**src/rtl/mul_div_unit_pkg.sv**
```systemverilog
// Shared definitions for the iterative multiply/divide unit.
//   OP_MUL / OP_DIV       : encodings of the op input
//   ST_IDLE/ST_CALC/ST_DONE : controller state encodings
//   DATA_W                : default operand / result-half width
//   CNT_W                 : iteration counter width for DATA_W
package mul_div_unit_pkg;

    localparam logic OP_MUL = 1'b0;
    localparam logic OP_DIV = 1'b1;

    localparam logic [1:0] ST_IDLE = 2'd0;
    localparam logic [1:0] ST_CALC = 2'd1;
    localparam logic [1:0] ST_DONE = 2'd2;

    localparam int DATA_W = 16;
    localparam int CNT_W  = $clog2(DATA_W);

endpackage

```
**src/rtl/mul_div_unit.sv**
```systemverilog
// Iterative unsigned multiply / restoring-divide unit, one bit per cycle.
// Feeds the register-file write port: result_lo goes to the destination
// register, result_hi to the R0 side-channel, done is the write enable.
//
// Ports:
//   clk, reset_n          : clock (rising edge), async active-low reset
//   start, op             : request (sampled only in IDLE), 0=MUL 1=DIV
//   operand_a, operand_b  : multiplicand/dividend, multiplier/divisor
//   dest_in               : destination register index for this request
//   busy                  : high while in CALC or DONE
//   done                  : one-cycle pulse, register-file write strobe
//   result_lo, result_hi  : low product/quotient, high product/remainder
//   dest_out              : destination index belonging to the results
//   div_by_zero           : DIV with operand_b == 0, valid with done
module mul_div_unit
    import mul_div_unit_pkg::*;
#(
    parameter int WIDTH      = DATA_W,
    parameter int REG_ADDR_W = 4
) (
    input  logic                  clk,
    input  logic                  reset_n,
    input  logic                  start,
    input  logic                  op,
    input  logic [WIDTH-1:0]      operand_a,
    input  logic [WIDTH-1:0]      operand_b,
    input  logic [REG_ADDR_W-1:0] dest_in,
    output logic                  busy,
    output logic                  done,
    output logic [WIDTH-1:0]      result_lo,
    output logic [WIDTH-1:0]      result_hi,
    output logic [REG_ADDR_W-1:0] dest_out,
    output logic                  div_by_zero
);

    logic [1:0]            state;
    logic [CNT_W-1:0]      count;
    logic                  opReg;
    logic [REG_ADDR_W-1:0] destReg;
    // Multiplicand for MUL, divisor for DIV.
    logic [WIDTH-1:0]      opndReg;
    // MUL: accHi = running upper product, accLo = multiplier shifting out
    //      while the product low bits shift in.
    // DIV: accHi = partial remainder, accLo = dividend shifting out while
    //      quotient bits shift in.
    logic [WIDTH-1:0]      accHi;
    logic [WIDTH-1:0]      accLo;

    logic [WIDTH:0]        addA;
    logic [WIDTH:0]        addB;
    logic [WIDTH:0]        addSum;
    logic [WIDTH:0]        mulShift;
    logic [WIDTH-1:0]      nextHi;
    logic [WIDTH-1:0]      nextLo;
    logic                  lastIter;

    assign busy     = (state != ST_IDLE);
    assign done     = (state == ST_DONE);
    assign lastIter = (count == CNT_W'(WIDTH - 1));

    // One WIDTH+1-bit adder/subtractor shared by both operations:
    // subtract is add of the inverted operand plus one.
    always_comb begin
        // NOTE: every always_comb output gets a default first so no path
        // leaves it unassigned and no latch is inferred.
        addA = {1'b0, accHi};
        if (opReg == OP_DIV) begin
            // Left shift of {rem, quo} folded into the adder input.
            addA = {accHi, accLo[WIDTH-1]};
        end
        addB   = {1'b0, opndReg};
        addSum = addA + (addB ^ {(WIDTH+1){opReg}}) + (WIDTH+1)'(opReg);
    end

    always_comb begin
        mulShift = addA;
        nextHi   = '0;
        nextLo   = '0;
        if (opReg == OP_MUL) begin
            if (accLo[0]) begin
                mulShift = addSum;
            end
            // Shift {carry, hi, lo} right by one.
            nextHi = mulShift[WIDTH:1];
            nextLo = {mulShift[0], accLo[WIDTH-1:1]};
        end else if (!addSum[WIDTH]) begin
            // Trial subtract non-negative: commit and set quotient bit.
            nextHi = addSum[WIDTH-1:0];
            nextLo = {accLo[WIDTH-2:0], 1'b1};
        end else begin
            nextHi = addA[WIDTH-1:0];
            nextLo = {accLo[WIDTH-2:0], 1'b0};
        end
    end

    always_ff @(posedge clk or negedge reset_n) begin
        if (!reset_n) begin
            state       <= ST_IDLE;
            count       <= '0;
            opReg       <= OP_MUL;
            destReg     <= '0;
            opndReg     <= '0;
            accHi       <= '0;
            accLo       <= '0;
            result_lo   <= '0;
            result_hi   <= '0;
            dest_out    <= '0;
            div_by_zero <= 1'b0;
        end else begin
            // NOTE: non-blocking assignments so every register samples the
            // pre-edge values, independent of statement order.
            case (state)
                ST_IDLE: begin
                    if (start) begin
                        opReg   <= op;
                        destReg <= dest_in;
                        count   <= '0;
                        accHi   <= '0;
                        opndReg <= (op == OP_DIV) ? operand_b : operand_a;
                        accLo   <= (op == OP_DIV) ? operand_a : operand_b;
                        if (op == OP_DIV && operand_b == '0) begin
                            // Divide by zero skips CALC entirely.
                            state       <= ST_DONE;
                            result_lo   <= '1;
                            result_hi   <= operand_a;
                            dest_out    <= dest_in;
                            div_by_zero <= 1'b1;
                        end else begin
                            state       <= ST_CALC;
                            div_by_zero <= 1'b0;
                        end
                    end
                end
                ST_CALC: begin
                    accHi <= nextHi;
                    accLo <= nextLo;
                    count <= count + 1'b1;
                    if (lastIter) begin
                        // Results become visible only on entry to DONE.
                        state     <= ST_DONE;
                        result_hi <= nextHi;
                        result_lo <= nextLo;
                        dest_out  <= destReg;
                    end
                end
                ST_DONE: begin
                    state <= ST_IDLE;
                end
                default: begin
                    state <= ST_IDLE;
                end
            endcase
        end
    end

endmodule

```
**config.mk**
```make
export PLATFORM = sky130hd
export DESIGN_NAME = mul_div_unit
export DESIGN_NICKNAME = d
export VERILOG_FILES = /design/src/rtl/mul_div_unit_pkg.sv /design/src/rtl/mul_div_unit.sv
export SDC_FILE = /design/constraint.sdc
export NUM_CORES = 1
export LEC_CHECK = 0
export BUFFER_PORTS_ARGS = -buffer_cell sky130_fd_sc_hd__clkbuf_2
export CELL_PAD_IN_SITES_DETAIL_PLACEMENT = 1
export CELL_PAD_IN_SITES_GLOBAL_PLACEMENT = 1
export CORE_MARGIN = 2
export CORE_UTILIZATION = 45
export CTS_CLUSTER_SIZE = 24
export DETAILED_ROUTE_END_ITERATION = 8
export HOLD_SLACK_MARGIN = 0.08
export PLACE_DENSITY_LB_ADDON = 0.1
export SLEW_MARGIN = 10
export SYNTH_ARGS = -nofsm -noshare
export SYNTH_HDL_FRONTEND = slang
export SYNTH_SLANG_ARGS = --single-unit
```
**constraint.sdc**
```tcl
create_clock -name clk -period 5.58 [get_ports clk]
set_input_delay 0.558 -clock clk [delete_from_list [all_inputs] [get_ports clk]]
set_output_delay 0.558 -clock clk [all_outputs]
set_load 0.02 [all_outputs]
```
==> results of run 1 <==
worst register-to-register path: stages, from the launching register on:
cell and delay (ns):
dfrtp_4 0.88, buf_4 0.53, xor2_1 0.13, ha_1 0.41, a211oi_2 0.13, o211ai_2 0.25, nand2_1 0.14, a21oi_1 0.22
or2_1 0.72, mux2_1 0.40, a21oi_1 0.24, o21ai_1 0.09
cells in the mapped netlist, drive strengths merged (6+ instances only):
| cell type | number | area, sq um |
|---|---|---|
| dfrtp | 96 | 2400 |
| nand2 | 95 | 357 |
| a21oi | 72 | 364 |
| nor2 | 64 | 240 |
| mux2i | 41 | 410 |
| o21ai | 37 | 185 |
| clkbuf | 32 | 120 |
| mux2 | 25 | 282 |
| a31oi | 24 | 150 |
| nor2b | 24 | 158 |
| xor2 | 24 | 210 |
| a211oi | 19 | 148 |
| buf | 17 | 92.6 |
| ha | 16 | 200 |
| xnor2 | 8 | 70.1 |
| inv | 7 | 26.3 |
| nand3 | 7 | 35.0 |
| nor3 | 7 | 35.0 |
| o211ai | 7 | 57.6 |
| a21o | 6 | 45.0 |
| nor4 | 6 | 43.8 |
flip-flops by register name, indices dropped and copies added, names as in the netlist:
name         cells
accHi           16
accLo           16
count            4
destReg          4
dest_out         4
div_by_zero      1
opReg            1
opndReg         16
result_hi       16
result_lo       16
state            2
final timing paths:
kind / slack, ns / from / cells past startpoint / to
worst max-delay path: 1.30 / opReg / 11 / accHi[2]
min in group clk: 0.45 / dest_in[2] / 3 / dest_out[2]
worst min-delay path: 0.19 / reset_n / 1 / result_lo[2]
max in group asynchronous: 4.18 / reset_n / 2 / opReg
worst min register to register: 0.51 / div_by_zero / 1 / div_by_zero
worst max register to register: 1.30 / opReg / 11 / accHi[2]
kinds of logic after synthesis:
| group | synth area share (%) |
|---|---|
| simple gates | 15.8 |
| fa+ha+maj | 3.65 |
| flops | 39.8 |
| compound gates | 20.7 |
| xor+xnor | 4.64 |
| buf+inv | 3.96 |
| mux | 11.5 |
metrics by stage:
| step | cell area [sq um] | util [%] | hold slack (ns) |
|---|---|---|---|
| 5_1_grt | 6870 | 52.1 | 0.234 |
| 4_1_cts | 6870 | 52.1 | 0.204 |
| 2_1_floorplan | 6040 | - | 0.262 |
| 6_report | 6870 | 52.1 | 0.189 |
| 3_5_place_dp | 6550 | 49.6 | 0.500 |
| 3_3_place_gp | 6550 | 49.6 | 0.489 |
layer usage:
metal / wire, um / track usage [%] / share of wire (%) / vias up
met5: 0 / 0 / 0 / -
met4: 278 / 8.24 / 1.6 / 0
met3: 562 / 3.56 / 3.1 / 21
met2: 8540 / 42.9 / 48 / 89
met1: 8480 / 36.6 / 47 / 2578
li1: - / - / - / 2525
area by class of cell:
type | instances | share of cell area [%]
multi-input cells | 526 | 49.8
flip-flops and latches | 96 | 35.0
repair buffers | 89 | 6.92
clock buffers | 9 | 3.28
well taps | 176 | 3.21
clock inverters | 7 | 1.38
inverters | 7 | 0.383
==> metrics, run 1 <==
status=finished clean; CP bufs+invs=1; GR Util All Layers=26.3%; via count=5,213; worst hold path type=in2async; CP Launch Type=flip-flop; Longest Clk Path Bufs=2; CTS Buf Count=9; clock insertion delay at the later pin of the skew report=0.36 ns; Mapped Avg Cell Area=8.91 sq um; Routability Congestion=0.860; Boundary Pins=79; die area=14,400 sq um; Final Critical Period=4.28 ns; yosys warns=0; clock tree sinks=96; starting density of the core=45.8%; Die Y=120 um; flops & latches, synth=96; critical path type=reg2reg; syn nets=735; Final Non-Filler Cells=910; vias in the first global route=5,577; fmax=234 MHz; GR Overflow Total=0; CP dominant cell by count=a21oi_1; CORE AREA=13,200 sq um; arrival time worst endpoint=4.48 ns; area grow syn2layout=13.7%; crit-path max cell delay=0.88 ns; fill count=1,561; Setup Buffers After CTS=0; Reg clk slew, reported paths=0.07 ns; layout cell share with drive strength beyond 1=19.2%; root buf cell=clkbuf_16; Seq/Total Area, Yosys=39.8%; CTS tree=done; routed vias/inst=5.73; Reg area=2410 sq um; Cell Area, Synth=6040 sq um; delay-heaviest family, CP=compound AO/OA/AOI/OAI gates; dominant synthesized flop cell=dfrtp_1; Placed Cells=894; max-cap violations=0; Multi-input gate area=3420 sq um; PnR worst setup slack=1.30 ns; Final Hold Fails=0; Initial DRT Pass Iterations=4; Total Wirelength=17,900 um; num rows=42; Syn Inst Count=678; die width=120 um; drt initial violations=322; Worst Path Max Fanout=58; HPWL Detailed=13,000 um; crit share post-route=76.6%; Final Setup Violations=0; IO buf count=78; Hold-fix buffers, CTS=0; most frequent cells in the layout=95 x nand2_1, 95 x dfrtp_1, 77 x clkbuf_2; ys async rst share=100%; max-slew violations=0; Avg WL per Cell=19.6 um; global-route wire length before repair=29,800 um; crit end category=flip-flop; worst path cell trace=buf_4, xor2_1, ha_1, a211oi_2, o211ai_2, nand2_1, a21oi_1, or2_1, mux2_1, a21oi_1, o21ai_1; antenna-violating nets left=0; largest net degree at the start of global routing=59; # H-tree levels=3; RSZ-0062 raised after global routing=false; ant diodes=0; TNS Setup=0 ns; slew of the pin with the lowest slew margin=0.927 ns; Netlist cell types=64; DRC violations left=0; Resize count post-CTS=0; pre-CTS WS=1.38 ns; EDFF count, synth=0; nets=786; antenna violations before repair=0; Setup Skew=0.0133 ns; slowest CP cell=dfrtp_4; Slew headroom=38.2%; WP data required=5.79 ns
Power of run 1 is left out: the tool's default activity adds up to more than one toggle a clock period on the data nets, which glitch-free logic cannot reach.
==> run 2: changes to the inputs <==
--- a/config.mk
+++ b/config.mk
@@ -5,11 +5,12 @@
 export SDC_FILE = /design/constraint.sdc
 export NUM_CORES = 1
 export LEC_CHECK = 0
+export ABC_AREA = 1
 export BUFFER_PORTS_ARGS = -buffer_cell sky130_fd_sc_hd__clkbuf_2
 export CELL_PAD_IN_SITES_DETAIL_PLACEMENT = 1
 export CELL_PAD_IN_SITES_GLOBAL_PLACEMENT = 1
 export CORE_MARGIN = 2
-export CORE_UTILIZATION = 45
+export CORE_UTILIZATION = 38
 export CTS_CLUSTER_SIZE = 24
 export DETAILED_ROUTE_END_ITERATION = 8
 export HOLD_SLACK_MARGIN = 0.08
==> constraint.sdc (replaced) <==
create_clock -name clk -period 3.9 [get_ports clk]
set_input_delay 0.39 -clock clk [delete_from_list [all_inputs] [get_ports clk]]
set_output_delay 0.39 -clock clk [all_outputs]
set_load 0.02 [all_outputs]
==> metrics, run 2 <==
status=finished clean; most numerous cell in the Yosys netlist=nand2_1; Avg WL per Cell=17.8 um (-9.3%); Final Hold Fails=0 (unchanged); num rows=46 (+9.5%); GR Overflow Total=0 (unchanged); Cell Area, Synth=6210 sq um (+2.9%); clock insertion delay at the later pin of the skew report=0.35 ns (about the same); WP data required=4.16 ns (-1.63 ns); yosys warns=0 (unchanged); Boundary Pins=79 (unchanged); RSZ-0062 raised after global routing=false; TNS Setup=0 ns (unchanged); ys async rst share=100% (unchanged); root buf cell=clkbuf_16; ant diodes=0 (unchanged); syn nets=934 (+27%); arrival time worst endpoint=3.73 ns (-0.75 ns); most frequent cells in the layout=264 x nand2_1, 95 x dfrtp_1, 91 x inv_1; Syn Inst Count=877 (+29%); Worst Path Max Fanout=34 (-41%); Final Critical Period=3.47 ns (-0.807 ns); Slew headroom=21.1% (-17 points); layout cell share with drive strength beyond 1=14.2% (-5.0 points); # H-tree levels=3 (unchanged); Die Y=132 um (+10%); area share of the largest cell type after synthesis=38.7% (-1.1 points); Netlist cell types=46 (-28%); Placed Cells=1,145 (+28%); HPWL Detailed=15,800 um (+22%); clock tree sinks=96 (unchanged); worst hold path type=in2async; R2R setup slack=0.43 ns (-0.87 ns); area grow syn2layout=13.6%; Final Non-Filler Cells=1,160 (+27%); largest net degree at the start of global routing=71 (+20%); Multi-input gate area=3210 sq um (-6.1%); Synth area leaders=dfrtp_1 39%, nand2_1 16%, o21ai_0 6.2%; Final Setup Violations=0 (unchanged); Routability Congestion=0.843 (-2.0%); drt initial violations=318 (-1.2%); Reg area=2410 sq um (unchanged); die area=17,400 sq um (+21%); slew of the pin with the lowest slew margin=1.18 ns (+0.255 ns); die width=132 um (+10%); CTS Buf Count=9 (unchanged); EDFF count, synth=0 (unchanged); commonest non-fill, non-tap cell in the layout=nand2_1; CORE AREA=15,900 sq um (+21%); max-slew violations=0 (unchanged); nets=997 (+27%); Setup Buffers After CTS=0 (unchanged); via count=6,135 (+18%); global-route wire length before repair=33,300 um (+12%); Reg clk slew, reported paths=0.07 ns (about the same); flops & latches, synth=96 (unchanged); GR Util All Layers=23.8% (-2.6 points); dominant synthesized flop cell=dfrtp_1; Longest Clk Path Bufs=2 (unchanged); fmax=288 MHz (+23%); antenna-violating nets left=0 (unchanged); Synth top cells by count=264 x nand2_1, 96 x dfrtp_1, 91 x inv_1; utilization after layout=44.3% (-7.8 points); critical path type=reg2reg; max-cap violations=0 (unchanged); DRC violations left=0 (unchanged); fill count=2,081 (+33%); pre-CTS WS=0.314 ns (-1.06 ns); crit end category=flip-flop; PnR worst setup slack=0.432 ns (-0.873 ns); CTS tree=done; Seq/Total Area, Yosys=38.7% (-1.1 points); Setup Skew=0.0103 ns (-0.00305 ns); IO buf count=78 (unchanged); Total Wirelength=20,600 um (+16%); Initial DRT Pass Iterations=4 (unchanged); antenna violations before repair=0 (unchanged); CP Launch Type=flip-flop; Yosys top cell by area=dfrtp_1; crit share post-route=88.9% (+12 points); vias in the first global route=6,380 (+14%); Mapped Avg Cell Area=7.08 sq um (-20%); starting density of the core=39.0% (-6.8 points); routed vias/inst=5.29 (-7.7%)
-- run 2: routing by layer --
| metal | global-route usage, % | routed length, um |
|---|---|---|
| met1 | 32.9 | 10000 |
| met2 | 39.6 | 9740 |
| met3 | 3.00 | 609 |
| met4 | 5.68 | 280 |
| met5 | 0 | 0 |
-- run 2: area by class of cell --
type	count	share of cell area, %
clock buffer	10	3.39
clock inverter	5	0.816
inverter	94	5.00
multi-input combinational	644	45.5
sequential	96	34.1
tap	216	3.83
timing repair buffer	95	7.38
-- run 2: worst max-delay path: stages (launching register included) --
cell and delay (ns):
dfrtp_4 0.64, buf_4 0.28, o21ai_0 0.26, inv_1 0.13
fa_1 0.49, nand2_1 0.11, nand3_1 0.12, nand3_1 0.09
nand2_1 0.13, nand2_2 0.11, nand3_1 0.11, nand2_2 0.30
nand2_2 0.15, nand2_1 0.09, nand2_1 0.05, nand3_1 0.06
nand2_1 0.07, a21oi_1 0.17
-- run 2: worst paths after layout --
kind	from	endpoint	cells after the start
min in group clk	dest_in[2]	destReg[2]	3
worst max-delay path	opReg	result_hi[11]	17
max in group asynchronous	reset_n	accHi[7]	2
worst max register to register	opReg	result_hi[11]	17
worst min-delay path	reset_n	result_lo[4]	1
worst min register to register	destReg[3]	destReg[3]	2
-- run 2: what timing repair did --
item                       CTS  global route
hold buffers                 0             0
setup endpoints to repair    0             5
gates resized for setup      0             1
-- run 2: logic make-up (layout without fill, tap and decap cells) --
group	count (synthesis)	in the layout	share of synthesized area [%]
DFF	96	96	38.7
and+or+nand+nor	407	407	26.5
buffers and inverters	137	204	9.71
adders and majority gates	17	17	3.54
muxes	2	2	0.342
AOI/OAI and AO/OA	193	193	17.7
xor gates and xnor gates	25	25	3.52
-- run 2: through the flow --
stage / cell area (sq um) / hold WS [ns]
2_1_floorplan: 6210 / 0.0944
3_3_place_gp: 6760 / 0.468
3_5_place_dp: 6760 / 0.475
4_1_cts: 7050 / 0.208
5_1_grt: 7060 / 0.232
6_report: 7060 / 0.163
Power of run 2 is left out for the same reason.
